==> src/rtl/vram_pkg.sv <==
// -----------------------------------------------------------------------------
// vram_pkg
// Shared definitions for the VRAM slot arbiter.
//   owner_e    : who owns a VRAM slot (or who an in-flight access belongs to)
//   SLOT_OWNER : fixed 8-entry slot ownership table, indexed by slot number
// -----------------------------------------------------------------------------
package vram_pkg;

    typedef enum logic [2:0] {
        OWN_NONE,
        OWN_PF,
        OWN_MO,
        OWN_AN,
        OWN_CPU
    } owner_e;

    // Slots 0/4 playfield, 1/5 motion objects, 2 alphanumerics, 3/6/7 CPU.
    localparam owner_e SLOT_OWNER [8] = '{
        OWN_PF, OWN_MO, OWN_AN, OWN_CPU,
        OWN_PF, OWN_MO, OWN_CPU, OWN_CPU
    };

endpackage

==> src/rtl/vram_cpu_wait.sv <==
// -----------------------------------------------------------------------------
// vram_cpu_wait
// Counts slot ticks during which a CPU request sits unserved and raises a
// sticky timeout flag once the count reaches CPU_WAIT_MAX.
// Ports:
//   clk, rst     : clock, synchronous active-high reset
//   slot_en      : slot-advance strobe (one tick per strobe)
//   pending      : CPU request raised and not yet acknowledged
//   served       : the pending request is being issued this cycle
//   cpu_timeout  : sticky overrun flag, cleared only by rst
// -----------------------------------------------------------------------------
module vram_cpu_wait
    import vram_pkg::*;
#(
    parameter int CPU_WAIT_MAX = 16
) (
    input  logic clk,
    input  logic rst,
    input  logic slot_en,
    input  logic pending,
    input  logic served,
    output logic cpu_timeout
);

    localparam int CNT_W = $clog2(CPU_WAIT_MAX + 1);
    localparam logic [CNT_W-1:0] CNT_MAX = CNT_W'(CPU_WAIT_MAX);

    logic [CNT_W-1:0] cnt_q;
    logic [CNT_W-1:0] cnt_d;

    // NOTE: every always_comb output gets a default before any branch, so no
    // path can leave it unassigned and infer a latch.
    always_comb begin
        cnt_d = cnt_q;
        if (served) begin
            cnt_d = '0;
        end else if (slot_en && pending && (cnt_q != CNT_MAX)) begin
            cnt_d = cnt_q + CNT_W'(1);
        end
    end

    always_ff @(posedge clk) begin
        if (rst) begin
            cnt_q       <= '0;
            cpu_timeout <= 1'b0;
        end else begin
            cnt_q <= cnt_d;
            // Raised on the same edge the count saturates; never cleared here.
            if (cnt_d == CNT_MAX) begin
                cpu_timeout <= 1'b1;
            end
        end
    end

endmodule

==> src/rtl/vram_arbiter.sv <==
// -----------------------------------------------------------------------------
// vram_arbiter
// Time-slot arbiter sharing one synchronous VRAM between the playfield (PF),
// motion-object (MO) and alphanumeric (AN) fetchers and a CPU port. An 8-slot
// wheel advances on slot_en; the owner of the current slot drives the VRAM
// address combinationally, and a one-stage owner tag routes the read data
// (one clock later) to the right consumer.
// Build option: define VRAM_VBLANK_CPU_EN to hand every slot to the CPU while
// VBLANK_b is low; otherwise VBLANK_b is ignored.
// Ports:
//   clk, rst                        : clock, synchronous active-high reset
//   slot_en                         : slot-advance strobe
//   VBLANK_b                        : active-low vertical blank
//   pf_addr, mo_addr, an_addr       : fetch addresses, bit 12 = bank
//   cpu_req/cpu_we/cpu_addr/cpu_wdata : CPU request (held until ack)
//   cpu_ack, cpu_rdata              : one-clock ack, read data (held)
//   cpu_timeout                     : sticky wait-overrun flag
//   vram_addr/bank/we/wdata         : VRAM command bus
//   vram_rdata                      : VRAM read data, one clock after address
//   pf/mo/an_data, pf/mo/an_valid   : fetch results and one-clock strobes
//   slot                            : current slot number
// -----------------------------------------------------------------------------
module vram_arbiter
    import vram_pkg::*;
#(
    parameter int CPU_WAIT_MAX = 16
) (
    input  logic        clk,
    input  logic        rst,
    input  logic        slot_en,
    input  logic        VBLANK_b,
    input  logic [12:0] pf_addr,
    input  logic [12:0] mo_addr,
    input  logic [12:0] an_addr,
    input  logic        cpu_req,
    input  logic        cpu_we,
    input  logic [12:0] cpu_addr,
    input  logic [15:0] cpu_wdata,
    output logic        cpu_ack,
    output logic [15:0] cpu_rdata,
    output logic        cpu_timeout,
    output logic [11:0] vram_addr,
    output logic        vram_bank,
    output logic        vram_we,
    output logic [15:0] vram_wdata,
    input  logic [15:0] vram_rdata,
    output logic [15:0] pf_data,
    output logic [15:0] mo_data,
    output logic [15:0] an_data,
    output logic        pf_valid,
    output logic        mo_valid,
    output logic        an_valid,
    output logic [2:0]  slot
);

    logic [2:0]  slot_q;
    owner_e      cur_owner;
    owner_e      issue_owner;
    owner_e      tag_q;
    logic        tag_rd_q;
    logic        cpu_pending;
    logic        cpu_serve;
    logic [15:0] pf_q;
    logic [15:0] mo_q;
    logic [15:0] an_q;
    logic [15:0] rdata_q;

    // Owner of the current slot.
    always_comb begin
        cur_owner = SLOT_OWNER[slot_q];
`ifdef VRAM_VBLANK_CPU_EN
        if (!VBLANK_b) begin
            cur_owner = OWN_CPU;
        end
`endif
    end

`ifndef VRAM_VBLANK_CPU_EN
    logic unused_vblank;
    assign unused_vblank = VBLANK_b;
`endif

    // A request still showing while its ack is out is the same request; it
    // must not be issued a second time.
    assign cpu_pending = cpu_req && !cpu_ack;
    assign cpu_serve   = slot_en && !rst && (cur_owner == OWN_CPU) && cpu_pending;

    // VRAM command bus, driven straight from the slot owner.
    always_comb begin
        vram_addr   = '0;
        vram_bank   = 1'b0;
        vram_we     = 1'b0;
        vram_wdata  = '0;
        issue_owner = OWN_NONE;
        if (slot_en) begin
            unique case (cur_owner)
                OWN_PF: begin
                    {vram_bank, vram_addr} = pf_addr;
                    issue_owner            = OWN_PF;
                end
                OWN_MO: begin
                    {vram_bank, vram_addr} = mo_addr;
                    issue_owner            = OWN_MO;
                end
                OWN_AN: begin
                    {vram_bank, vram_addr} = an_addr;
                    issue_owner            = OWN_AN;
                end
                OWN_CPU: begin
                    // No request: idle address 0, no write.
                    if (cpu_serve) begin
                        {vram_bank, vram_addr} = cpu_addr;
                        vram_we                = cpu_we;
                        vram_wdata             = cpu_wdata;
                        issue_owner            = OWN_CPU;
                    end
                end
                default: ;
            endcase
        end
    end

    // NOTE: sequential state uses non-blocking assignments so every register
    // samples the pre-edge values regardless of statement order.
    always_ff @(posedge clk) begin
        if (rst) begin
            slot_q   <= '0;
            tag_q    <= OWN_NONE;   // squashes anything issued this cycle
            tag_rd_q <= 1'b0;
            pf_q     <= '0;
            mo_q     <= '0;
            an_q     <= '0;
            rdata_q  <= '0;
        end else begin
            if (slot_en) begin
                slot_q <= slot_q + 3'd1;
            end
            tag_q    <= issue_owner;
            tag_rd_q <= !cpu_we;
            if (pf_valid) pf_q <= vram_rdata;
            if (mo_valid) mo_q <= vram_rdata;
            if (an_valid) an_q <= vram_rdata;
            if (cpu_ack && tag_rd_q) rdata_q <= vram_rdata;
        end
    end

    // Retire stage: the tag names the single consumer of this clock's read
    // data, so at most one strobe is ever high. Data passes through on the
    // strobe and is held in the capture register afterwards.
    assign pf_valid  = (tag_q == OWN_PF);
    assign mo_valid  = (tag_q == OWN_MO);
    assign an_valid  = (tag_q == OWN_AN);
    assign cpu_ack   = (tag_q == OWN_CPU);
    assign pf_data   = pf_valid ? vram_rdata : pf_q;
    assign mo_data   = mo_valid ? vram_rdata : mo_q;
    assign an_data   = an_valid ? vram_rdata : an_q;
    assign cpu_rdata = (cpu_ack && tag_rd_q) ? vram_rdata : rdata_q;
    assign slot      = slot_q;

    vram_cpu_wait #(
        .CPU_WAIT_MAX(CPU_WAIT_MAX)
    ) u_cpu_wait (
        .clk        (clk),
        .rst        (rst),
        .slot_en    (slot_en),
        .pending    (cpu_pending),
        .served     (cpu_serve),
        .cpu_timeout(cpu_timeout)
    );

endmodule
==> config.mk <==
export PLATFORM = sky130hd
export DESIGN_NAME = vram_arbiter
export DESIGN_NICKNAME = d
export VERILOG_FILES = /design/src/rtl/vram_pkg.sv /design/src/rtl/vram_cpu_wait.sv /design/src/rtl/vram_arbiter.sv
export SDC_FILE = /design/constraint.sdc
export NUM_CORES = 1
export LEC_CHECK = 0
export CAP_MARGIN = 20
export CORE_ASPECT_RATIO = 2
export CORE_MARGIN = 5
export CORE_UTILIZATION = 40
export CTS_CLUSTER_DIAMETER = 100
export DETAILED_ROUTE_END_ITERATION = 16
export PLACE_DENSITY = 0.78
export REMOVE_ABC_BUFFERS = 1
export SKIP_LAST_GASP = 1
export SLEW_MARGIN = 5
export SYNTH_ARGS = -nofsm -noshare
export SYNTH_HDL_FRONTEND = slang
export SYNTH_HIERARCHICAL = 1
export SYNTH_SLANG_ARGS = --single-unit
==> constraint.sdc <==
create_clock -name clk -period 2.8 [get_ports clk]
set_input_delay 0.28 -clock clk [delete_from_list [all_inputs] [get_ports clk]]
set_output_delay 0.28 -clock clk [all_outputs]
set_load 0.01 [all_outputs]
Word level (Yosys, flattened, before mapping)
Memories as Yosys holds them, arrays and structs flattened.
Cells that the tools add are included.
{ "totals": {"word_cells": 58, "memories": 1, "output_inout_bits": 102, "regBits": 77, "mem_bits_ro": 24} }
{ "mem_list": {"columns": ["memory", "depth", "width", "read_ports", "rd_clocked_by_memory_dff", "wr", "line_no", "source"], "rows": [
  ["(name not given)", 8, 3, 1, 0, 0, "vram_arbiter.sv:70", "cur_owner = SLOT_OWNER[slot_q];"]
]} }
{ "classes": {"n_mux": 22, "add_sub_neg": 2, "n_reduce_logical": 11, "bitwise_logic": 2, "n_eq_ne": 10, "n_lt_le_gt_ge": 1} }
{ "op_table": {"columns": ["operator", "count"], "rows": [
  ["2-to-1 mux 16 bit", 7],
  ["one-hot mux 12 bit (4 select lines)", 1],
  ["2-to-1 mux 12 bit", 2],
  ["== test 3 x 2 -> 1 bit, second input constant", 4],
  ["one-hot mux 3 bit (4 select lines)", 1],
  ["2-to-1 mux 5 bit", 2],
  ["2-to-1 mux 3 bit", 3],
  ["logical AND 1 bit", 7],
  ["== test 3 x 1 -> 1 bit, second input constant", 2],
  ["== test 3 bit, second input constant", 2],
  ["adder 5 x 1 -> 5 bit, second input constant", 1],
  ["== test 5 bit, second input constant", 1],
  ["2-to-1 mux 1 bit", 5],
  ["inequality test 5 bit, second input constant", 1],
  [">= comparator 4 bit, second input constant", 1],
  ["inverter 3 -> 4 bit", 1],
  ["one-hot mux 1 bit (4 select lines)", 1],
  ["adder 3 x 1 -> 3 bit, second input constant", 1],
  ["zero test 1 bit", 3],
  ["OR reduction 2 bit", 1],
  ["inverter 1 bit", 1]
]} }

Depth between registers and ports, before layout
Gate-level depths: netlist of run 1.
{ "logic_depth": {"word_depth": 10, "mapped_depth": 9, "depth_no_buf": 7} }

By module
Netlist of run 1, hierarchy kept.
{ "by_module_without_submodules": {"columns": ["module", "cells_per_inst", "instances", "area_each_um2"], "rows": [
  ["vram_arbiter", 330, 1, 3442.1],
  ["vram_cpu_wait", 40, 1, 347.8]
]} }

Worst setup path before layout of run 1
Ideal clock, no wire load.
{ "synth_path": {"path_kind": "register to output", "start": "register slot_q[0], in the netlist slot[0]", "end": "output vram_addr[10]", "n_path_buf": 2, "setup_slack_ns": 0.568, "path_stages_with_launch": 8, "t_required_ns": 2.520, "t_arrival_ns": 1.952, "path_cell_list": "dfxtp_1 > inv_1 > ha_1 > nor4bb_1 > clkbuf_1 > buf_2 > o2111ai_1 > a31oi_1"} }
{ "synth_via": {"elab_chain_len": 10, "elab_cells_between_ends": 13, "classes_between": "eq/ne: 4; mux: 5; bitwise: 1; reduce/logical: 2; memory: 1"} }
{ "synth_rtl": {"columns": ["item", "line_no", "source"], "rows": [
  ["start: declaration", "vram_arbiter.sv:56", "logic [2:0] slot_q;"],
  ["start signal: assignment", "vram_arbiter.sv:136", "slot_q <= slot_q + 3'd1;"],
  ["inverter 3 -> 4 bit (not written as such) (*)", "vram_arbiter.sv:70", null],
  ["memory (8 x 3 bit) (*)", null, null],
  ["2-to-1 mux 3 bit (not written as such) (*) (2 in series)", "vram_arbiter.sv:70", null],
  ["== test 3 bit", "vram_arbiter.sv:86, vram_arbiter.sv:96", null],
  ["logical AND 1 bit (2 in series)", "vram_arbiter.sv:86", "assign cpu_serve = slot_en && !rst && (cur_owner == OWN_CPU) && cpu_pending;"],
  ["2-to-1 mux 12 bit", "vram_arbiter.sv:111", "if (cpu_serve) begin"],
  ["one-hot mux 12 bit (4 select lines) (*)", "vram_arbiter.sv:96", "unique case (cur_owner)"],
  ["2-to-1 mux 12 bit (*)", "vram_arbiter.sv:95", "if (slot_en) begin"],
  ["end: declaration", "vram_arbiter.sv:42", "output logic [11:0] vram_addr,"]
]} }
Mark *: on every way between the ends. The rest lies on a longest branch, timed or not. The select of a mux whose other input is x is not followed.

Worst setup path after layout of run 1
{ "layout_path": {"start": "register slot_q[0], in the netlist slot[0]", "end": "output vram_wdata[3]"} }
{ "layout_via": {"elab_chain_len": 10} }
{ "layout_rtl": {"columns": ["item", "line_no", "source"], "rows": [
  ["inverter 3 -> 4 bit (not written as such) (*)", "vram_arbiter.sv:70", null],
  ["memory (8 x 3 bit) (*)", null, null],
  ["2-to-1 mux 3 bit (not written as such) (*) (2 in series)", "vram_arbiter.sv:70", null],
  ["== test 3 bit (*)", "vram_arbiter.sv:86, vram_arbiter.sv:96", null],
  ["logical AND 1 bit (2 in series)", "vram_arbiter.sv:86", null],
  ["2-to-1 mux 16 bit", "vram_arbiter.sv:111", null],
  ["2-to-1 mux 16 bit (*)", "vram_arbiter.sv:96", null],
  ["2-to-1 mux 16 bit (*)", "vram_arbiter.sv:95", null],
  ["end: declaration", "vram_arbiter.sv:45", "output logic [15:0] vram_wdata,"]
]} }
Marks and branches as above.

==> metrics.csv, run 1 <==
stage,metric,value,unit
placement,# port buffers,190,
setup_path,CP max FO,9,
sta,PnR worst setup slack,-0.004885,ps
global_route,first-pass GRT wire length,18220,um
placement,Post-DP Area,5881,um^2
power,power per cell area,449.3,nW/um^2
sta,Fin. Hold Viols,0,
cells_and_area,multi-input combinational cell area,2183,um^2
min_path,worst min-delay path class,register to register,
sta,Slew @ Worst Pin,691.3,ps
clock_network,clock sinks,77,
floorplanning,Die W,78.83,um
clock_network,Worst-Skew Late Latency,320,ps
drt,Detail Route Antenna Nets,0,
drt,Detailed Route WL,11950,um
drt,DRC errors left,0,
sta,worst rel slew slack,53.91,%
logic_synthesis,"Seq/Total Area, Yosys",40.67,%
cells_and_area,area grow syn2layout,67.12,%
global_route,initial antenna violation count,0,
sta,period utilization,100.0,%
status,failing checks,setup timing,
floorplanning,I/O pins,192,
sta,fmax,0.3571,GHz
job,MaxCap Viol Count,0,
setup_path,Critical Path RT,2520,ps
status,outcome,finished with violations,
floorplanning,core area,9321,um^2
placement,gp weighted congestion,0.8529,
setup_path,CP Class,register to output pin,
logic_synthesis,cell accounting for the most synthesized area,dfxtp_1,
clock_network,clock-pin slew on the worst setup and hold paths,50,ps
clock_network,deepest clock path buffer count,2,
drt,wire length per cell,17.54,um
clock_network,clock root buffer,clkbuf_16,
logic_synthesis,Cells after Synth,370,
cells_and_area,Final Cell Area,6334,um^2
drt,vias,3570,
logic_synthesis,Synth Area per Inst,10.24,um^2
setup_path,crit path DAT,2520,ps
logic_synthesis,Main synth FF type,dfxtp_1,
logic_synthesis,share of the synthesized area in the top cell type,40.67,%
cells_and_area,post-layout util,67.95,%
global_route,vias in the first global route,3716,
setup_path,CP endpoint kind,output pin,
drt,DRT Pass-1 Iters,5,
placement,post-DP HPWL,9313,um
cells_and_area,Reg area,1541,um^2
logic_synthesis,"top cells by area, synth","dfxtp_1 41%, mux2_2 19%, nor2b_1 7.6%",
floorplanning,row count,50,
sta,Slew Limit Fails,0,
logic_synthesis,Post-synth EDFFs,0,
logic_synthesis,Seq cells post-synth,77,
floorplanning,Initial Util,40.66,%
cells_and_area,fillers,714,
logic_synthesis,Synth Cell Area,3790,um^2
setup_path,startpoint types,register,
clock_network,cts bufs inserted,9,
cells_and_area,layout cells sized above 1,21.32,%
sta,RSZ-0062 raised after global routing,yes,
cells_and_area,ant diodes,0,
cells_and_area,# nets final,669,
drt,initial drt markers,114,
clock_network,TritonCTS clock tree,built,
logic_synthesis,yosys warns,6,
power,Pleak,2.806,nW
global_route,Overflow after GRT,0,
logic_synthesis,ys async rst share,0,%
floorplanning,DIE AREA,11640,um^2
drt,detail-routed via count per cell,5.242,
sta,crit path time final,2800,ps
global_route,all-layer global routing usage,20.28,%
clock_network,H-tree depth,3,
power,Max rail drop VDD,0.3070,mV
sta,final setup fails,1,
global_route,largest net degree at the start of global routing,73,
floorplanning,die height,147.7,um
sta,Max Clock Skew,3.184,ps
logic_synthesis,Synth cell types,43,
[synth_stat cells, types with 8 or more instances]
library cell,instances
and2b_1,18
o2111ai_1,13
clkbuf_1,17
nor2_1,14
a31oi_1,13
mux2_2,64
o21ai_0,15
nor2b_1,46
a22oi_1,13
and2_1,19
dfxtp_1,77
inv_1,8
[metal layers]
layer	part of all wire [%]	GRT usage [%]	vias up
met2	56	39.48	172
met1	31	17.26	1658
met4	3.5	10.24	0
met3	9.5	7.500	26
met5	0	0	-
li1	-	-	1714
[what timing repair did]
action,in CTS,in global routing
setup buffers,7,1
endpoints found under the setup margin,30,18
endpoints found under the hold margin,0,0
pin swaps,4,1
resized for setup,23,14
hold buffers,0,0
[registers in the layout, summed over array words and instances (netlist names)]
| name | count |
|---|---|
| an_q | 16 |
| slot | 3 |
| u_cpu_wait/cnt_q | 5 |
| rdata_q | 16 |
| tag_rd_q | 1 |
| u_cpu_wait/cpu_timeout | 1 |
| mo_q | 16 |
| tag_q | 3 |
| pf_q | 16 |
[path summary, 6_finish.rpt]
path                          startpoint                      to  slack, ps  cells past startpoint
hold reg to reg   u_cpu_wait/cpu_timeout  u_cpu_wait/cpu_timeout        470                      2
hold / removal    u_cpu_wait/cpu_timeout  u_cpu_wait/cpu_timeout        470                      2
setup / recovery                 slot[0]           vram_wdata[3]     -0.005                      8
setup reg to reg                tag_q[2]  u_cpu_wait/cpu_timeout        610                      7
[power by group]
| group | switching, W | internal (W) | total [W] |
|---|---|---|---|
| sequential | 0.0000153 | 0.00113 | 0.00115 |
| clock | 0.000391 | 0.000634 | 0.00102 |
| combinational | 0.000279 | 0.000394 | 0.000674 |
[layout by cell type (no fill, tap or decap), types with 2 or more instances in the layout]
cell             instances
clkdlybuf4s50_1        166
nor4bb_4                 2
nor2b_1                 46
nand2_1                  3
dfxtp_1                 77
o211a_1                  2
ha_4                     2
dlymetal6s2s_1          14
xnor2_1                  3
o21ai_0                 15
nor3b_4                  2
mux2i_1                  3
and2b_1                 18
buf_6                    3
xor2_1                   2
clkinv_2                 2
buf_4                   25
ha_1                     3
a21oi_1                  2
o2111ai_1               13
nor2_1                  14
buf_12                   2
inv_1                    8
a31oi_1                 13
clkbuf_16                9
a22oi_1                 13
mux2_2                  64
clkbuf_8                 2
dlygate4sd2_1            9
and2_1                  19
[final cells by class]
class                           instances  share of cell area (%)
Timing Repair Buffer                  220                   34.45
Multi-Input combinational cell        258                   34.47
Inverter                                8                  0.4741
Sequential cell                        77                   24.34
Clock buffer                           12                   4.050
Tap cell                              104                   2.055
Clock inverter                          2                  0.1580
[critical path, cell delays in order (launching register included)]
cell	delay, ps
dfxtp_1	330
inv_1	80
ha_4	260
nor4bb_4	330
buf_6	180
o211a_4	210
buf_6	140
and2_1	120
clkdlybuf4s50_1	540
[cell families after synthesis]
| group | Yosys count | synth area share, % |
|---|---|---|
| AOI/OAI and AO/OA | 64 | 12.38 |
| xor gates and xnor gates | 5 | 1.156 |
| adders and majority gates | 5 | 1.651 |
| buffers and inverters | 35 | 4.358 |
| DFF | 77 | 40.67 |
| muxes | 67 | 19.81 |
| and+or+nand+nor | 117 | 19.97 |
[per-stage QoR]
stage	TNS (ps)	hold slack (ps)	std cells	setup WS, ps	power (W)
5_1_grt	-321.4	482.6	681	-96.32	0.002971
3_3_place_gp	0	448.0	659	126.3	0.001812
6_report	-0.004885	465.0	681	-0.004885	0.002846
3_5_place_dp	0	455.8	659	31.94	0.001824
4_1_cts	-0.4785	467.9	680	-0.4785	0.002888
2_1_floorplan	-10820	346.7	343	-364.6	0.001420
(Power assumes the default switching activity.)
==> inputs of run 2 (changes only) <==
- CORE_UTILIZATION: 40 -> 63
- DONT_BUFFER_PORTS: unset -> 1
- PLACE_DENSITY: 0.78 -> 0.77
==> run 2 against run 1 <==
  * The flow now finishes without violations
  * Clock skew is 3.1 ps higher
  * Sequential power is essentially flat
  * Design area down 34%
  * Fmax rose by 8.8%
  * Worst setup slack gained 230 ps
  * Critical path type unchanged
  * Critical endpoint is now vram_bank
  * Largest cell class unchanged
==> metrics.csv, run 2 (same netlist as run 1, synthesis figures left out) <==
stage,metric,value,unit,change
clock_network,clock root buffer,clkbuf_16,,
cells_and_area,"commonest non-fill, non-tap cells in the layout","77 x dfxtp_1, 64 x mux2_2, 46 x nor2b_1",,
sta,Slew Limit Fails,0,,unchanged
drt,DRT Pass-1 Iters,4,,-1
drt,vias,2760,,-23%
drt,Detail Route met3 WL,865,um,-23%
cells_and_area,"commonest non-fill, non-tap cell in the layout",dfxtp_1,,
placement,post-DP HPWL,6596,um,-29%
power,Pleak,1.766,nW,-37%
power,Sw Ratio,23.98,%,-0.096 points
drt,Detailed Route WL,9002,um,-25%
setup_path,Critical Path RT,2520,ps,about the same
floorplanning,core area,5956,um^2,-36%
global_route,Overflow after GRT,0,,unchanged
cells_and_area,Post-Layout Cell Count,436,,-36%
placement,gp weighted congestion,0.7845,,-8.0%
drt,met1 WL,3072,um,-18%
drt,detail-routed via count per cell,6.330,,+21%
placement,placed cells,419,,-36%
drt,DR top layer,met4,,
clock_network,deepest clock path buffer count,2,,unchanged
power,power per cell area,645.8,nW/um^2,+44%
sta,final setup fails,0,,-1
cells_and_area,Final Cell Area,4210,um^2,-34%
global_route,largest net degree at the start of global routing,74,,+1.4%
power,Internal,0.002067,W,-4.3%
clock_network,Worst-Skew Late Latency,330,ps,about the same
min_path,worst min-delay path class,primary input to register,,
power,Psw,0.0006520,W,-4.8%
sta,fmax,0.3886,GHz,+8.8%
drt,Detail Route Antenna Nets,0,,unchanged
cells_and_area,Reg area,1541,um^2,unchanged
sta,period utilization,91.90,%,-8.1 points
sta,Fin. Hold Viols,0,,unchanged
floorplanning,row count,40,,-20%
sta,worst rel slew slack,51.81,%,-2.1 points
cells_and_area,multi-input combinational cell area,2128,um^2,-2.5%
sta,crit path time final,2573,ps,-226.8 ps
cells_and_area,layout cells sized above 1,27.61,%,+6.3 points
drt,wire length per cell,20.65,um,+18%
floorplanning,I/O pins,192,,unchanged
drt,initial drt markers,145,,+27%
cells_and_area,area grow syn2layout,11.09,%,
setup_path,CP max FO,14,,+5
global_route,vias in the first global route,2882,,-22%
clock_network,cts bufs inserted,9,,unchanged
power,Combinational Power Share,12.5,%,-11 points
floorplanning,Die W,64.85,um,-18%
floorplanning,die height,119.7,um,-19%
sta,Slew @ Worst Pin,720.4,ps,+29.10 ps
status,outcome,finished clean,,
global_route,first-pass GRT wire length,14500,um,-20%
setup_path,CP Class,register to output pin,,
placement,# port buffers,0,,-100%
drt,DRC errors left,0,,unchanged
floorplanning,Initial Util,63.63,%,+23 points
job,MaxCap Viol Count,0,,unchanged
floorplanning,DIE AREA,7761,um^2,-33%
sta,RSZ-0062 raised after global routing,no,,
clock_network,clock sinks,77,,unchanged
cells_and_area,# nets final,463,,-31%
sta,Max Clock Skew,6.289,ps,+3.105 ps
clock_network,H-tree depth,3,,unchanged
setup_path,crit path DAT,2290,ps,-230 ps
drt,wire length on met2,4861,um,-27%
clock_network,clock-pin slew on the worst setup and hold paths,60,ps,about the same
cells_and_area,fillers,456,,-36%
global_route,all-layer global routing usage,23.67,%,+3.4 points
setup_path,startpoint types,register,,
placement,Post-DP Area,3865,um^2,-34%
power,sequential share of power,42.2,%,+1.9 points
global_route,initial antenna violation count,0,,unchanged
cells_and_area,ant diodes,0,,unchanged
setup_path,CP endpoint kind,output pin,,
clock_network,TritonCTS clock tree,built,,
power,Clock Power Share,45.3,%,+9.3 points
power,Max rail drop VDD,0.3141,mV,+2.3%
run 2: cell types whose count changed in the layout (fill, tap and decap cells not counted), moves of 3 or more:
cell | previous run | this run
clkdlybuf4s50_1 | 166 | 0
dlymetal6s2s_1 | 14 | 0
buf_4 | 25 | 13
dlygate4sd2_1 | 9 | 0
buf_6 | 3 | 0
run 2: path summary, 6_finish.rpt:
path,start,endpoint,slack (ps),depth (start not counted)
min reg2reg,u_cpu_wait/cpu_timeout,u_cpu_wait/cpu_timeout,510,2
min,rst,an_q[8],10,1
max,slot[1],vram_bank,230,6
max reg2reg,tag_q[2],u_cpu_wait/cpu_timeout,630,6
run 2: repair_timing:
item | 4_1_cts | 5_1_grt
buffers inserted | 0 | 0
endpoints found under the setup margin | 2 | 0
hold buffers | 1 | 0
resized for setup | 1 | 0
endpoints found under the hold margin | 1 | 0
run 2: layer usage:
layer  vias to the layer above  track usage, %
li1                       1306               -
met1                      1305           23.07
met2                       131           42.78
met3                        18           9.176
met4                         0           10.33
met5                         -               0
run 2: layout make-up:
type | instances | share of cell area, %
Clock inverter | 6 | 2.259
Clock buffer | 10 | 5.438
Multi-Input combinational cell | 258 | 50.55
Sequential cell | 77 | 36.61
Inverter | 8 | 0.7132
Tap cell | 63 | 1.872
Timing Repair Buffer | 14 | 2.556
run 2: worst max-delay path, cell delays in order (launching register included):
cell,delay (ps)
dfxtp_1,330
inv_1,70
ha_1,320
nor4bb_2,480
buf_4,280
o2111ai_1,130
a31oi_1,350
run 2: power by group through the flow:
stage	combinational, W	clock (W)	sequential (W)
CTS	0.000342	0.00126	0.00115
global route	0.000373	0.00130	0.00115
floorplan	0.000250	0	0.00117
global placement	0.000325	0	0.00117
finish	0.000340	0.00123	0.00115
detailed placement	0.000335	0	0.00117
run 2: stage by stage:
| stage | util (%) | setup WS, ps | power [W] | hold WS [ps] | setup TNS (ps) |
|---|---|---|---|---|---|
| 3_5_place_dp | 64.90 | 337.5 | 0.001506 | 349.0 | 0 |
| 6_report | 70.69 | 226.8 | 0.002719 | 12.47 | 0 |
| 3_3_place_gp | 64.90 | 438.0 | 0.001494 | 349.9 | 0 |
| 4_1_cts | 70.69 | 202.3 | 0.002746 | 1.744 | 0 |
| 2_1_floorplan | - | -364.6 | 0.001420 | 346.7 | -10820 |
| 5_1_grt | 70.69 | 35.35 | 0.002818 | 1.370 | 0 |
==> inputs of run 3 (changes only) <==
- CELL_PAD_IN_SITES_DETAIL_PLACEMENT: unset -> 0
- CELL_PAD_IN_SITES_GLOBAL_PLACEMENT: unset -> 1
- CORE_UTILIZATION: 63 -> 46
==> run 3 against run 2 <==
  * Wire length grew 2.7%
  * Global-route usage is 5.6 points lower
  * Cell count increased by 8.3%
  * Clock power shrank 6%
  * Via count down 0.25%
  * Critical path type unchanged
  * Highest routed layer unchanged
==> metrics.csv, run 3 (same netlist as run 1, synthesis figures left out) <==
stage,metric,value,unit,change
status,outcome,finished clean,,
global_route,all-layer global routing usage,18.09,%,-5.6 points
setup_path,reg2reg setup slack,650,ps,+20 ps
floorplanning,core area,8174,um^2,+37%
floorplanning,Die W,74.18,um,+14%
drt,initial drt markers,105,,-28%
setup_path,Worst Reg2Reg Path Length in Cells,6,,unchanged
min_path,Hold Startpoint,rst,,
global_route,initial antenna violation count,0,,unchanged
sta,crit path time final,2595,ps,+22.15 ps
cells_and_area,layout cells sized above 1,28.07,%,+0.46 points
drt,detail-routed via count per cell,5.833,,-7.9%
sta,period utilization,92.69,%,+0.79 points
clock_network,clock sinks,77,,unchanged
sta,final setup fails,0,,unchanged
clock_network,clock-pin slew on the worst setup and hold paths,60,ps,about the same
setup_path,startpoint types,register,,
clock_network,H-tree depth,3,,unchanged
global_route,vias in the first global route,2758,,-4.3%
job,MaxCap Viol Count,0,,unchanged
min_path,Worst Hold End,mo_q[3],,
setup_path,CP endpoint kind,output pin,,
clock_network,deepest clock path buffer count,2,,unchanged
clock_network,clock root buffer,clkbuf_16,,
cells_and_area,# nets final,464,,+0.22%
sta,Fin Setup TNS,0,ps,unchanged
drt,DRC errors left,0,,unchanged
sta,Max Clock Skew,7.564,ps,+1.275 ps
setup_path,reg2reg end,u_cpu_wait/cpu_timeout,,
global_route,largest net degree at the start of global routing,74,,unchanged
setup_path,Critical Path RT,2520,ps,about the same
setup_path,worst flop-to-flop path startpoint,tag_q[2],,
global_route,Overflow after GRT,0,,unchanged
setup_path,CP Class,register to output pin,,
floorplanning,DIE AREA,10260,um^2,+32%
drt,DRT Pass-1 Iters,4,,unchanged
cells_and_area,area grow syn2layout,12.28,%,
drt,vias,2753,,-0.25%
min_path,worst min-delay path class,primary input to register,,
cells_and_area,"commonest non-fill, non-tap cell in the layout",dfxtp_1,,
sta,RSZ-0062 raised after global routing,no,,
cells_and_area,ant diodes,0,,unchanged
clock_network,TritonCTS clock tree,built,,
power,Max rail drop VDD,0.3184,mV,+1.4%
placement,post-DP HPWL,6871,um,+4.2%
setup_path,crit path DAT,2320,ps,+30 ps
floorplanning,I/O pins,192,,unchanged
floorplanning,Initial Util,46.36,%,-17 points
sta,Fin. Hold Viols,0,,unchanged
setup_path,CP max FO,13,,-1
floorplanning,row count,47,,+18%
floorplanning,die height,138.4,um,+16%
clock_network,Worst-Skew Late Latency,330,ps,about the same
drt,Detailed Route WL,9247,um,+2.7%
cells_and_area,post-layout util,52.06,%,-19 points
drt,wire length per cell,19.59,um,-5.1%
clock_network,Post-CTS Setup Repair Bufs,0,,unchanged
sta,Slew @ Worst Pin,763.1,ps,+42.72 ps
sta,Slew Limit Fails,0,,unchanged
sta,worst rel slew slack,48.95,%,-2.9 points
cells_and_area,"commonest non-fill, non-tap cells in the layout","77 x dfxtp_1, 64 x mux2_2, 46 x nor2b_1",,
power,Pleak,1.767,nW,about the same
placement,# port buffers,0,,unchanged
placement,gp weighted congestion,0.8045,,+2.5%
global_route,first-pass GRT wire length,14460,um,-0.28%
drt,Detail Route Antenna Nets,0,,unchanged
sta,fmax,0.3853,GHz,-0.85%
clock_network,cts bufs inserted,9,,unchanged
power,power per cell area,623.3,nW/um^2,-3.5%
power,Pwr Total,0.002652,W,-2.5%
min_path,hold-critical path depth,1,,unchanged
## run 3: changes by cell type in the layout (fill, tap and decap cells not counted), sizes merged
cell | previous run | this run
bufinv | 2 | 1
buf | 13 | 14
inv | 10 | 9
clkinv | 2 | 4
## run 3: worst max path at each step
stage	slack, ps	start	endpoint	cells past startpoint
floorplan	-360	slot[0]	vram_addr[0]	5
global placement	390	slot[0]	vram_addr[7]	6
detailed placement	290	slot[1]	vram_addr[4]	6
CTS	80	slot[0]	vram_addr[4]	7
global route	70	slot[0]	vram_addr[4]	7
finish	200	slot[1]	vram_addr[4]	6
## run 3: layout make-up
class                           instances  area, um^2
Clock buffer                           10       239.0
Clock inverter                          6       70.07
Fill cell                             761        3919
Inverter                                8       30.03
Multi-Input combinational cell        258        2137
Sequential cell                        77        1541
Tap cell                               98       122.6
Timing Repair Buffer                   15       115.1
## run 3: timing repair
action                                 4_1_cts  5_1_grt
cloned                                       0        0
setup endpoints to repair                    2        8
gates resized for setup                      1        1
endpoints found under the hold margin        0        1
pin swaps                                    0        0
hold buffers                                 0        1
## run 3: worst max-delay path: stages, from the launching register on
cell     delay [ps]
dfxtp_1         330
inv_1            60
ha_1            330
nor4b_2         210
o41ai_4         760
a31oi_1         120
buf_4           190
## run 3: report_power, final
group / internal [W] / switching (W) / leakage, nW / total [W]
logic: 0.000150 / 0.000194 / 0.990 / 0.000344
registers: 0.00113 / 0.0000154 / 0.624 / 0.00115
clock network: 0.000720 / 0.000442 / 0.153 / 0.00116
total: 0.00200 / 0.000651 / 1.77 / 0.00265
## run 3: through the flow
stage / instances / setup slack (ps) / cell area (um^2) / hold WS [ps]
floorplan: 343 / -364.6 / 3655 / 346.7
global placement: 455 / 389.1 / 3916 / 351.2
detailed placement: 455 / 291.1 / 3916 / 349.3
CTS: 471 / 81.58 / 4237 / 0.1798
global route: 472 / 71.38 / 4255 / 7.605
finish: 472 / 204.6 / 4255 / 23.73
## run 3: metal layers
metal,up-vias,track usage (%),wire [um],part of all wire [%]
met3,17,4.651,715,7.7
met2,128,31.09,4928,53
li1,1300,-,-,-
met5,-,0,0,0
met1,1308,19.84,3346,36
met4,0,8.787,256,2.8
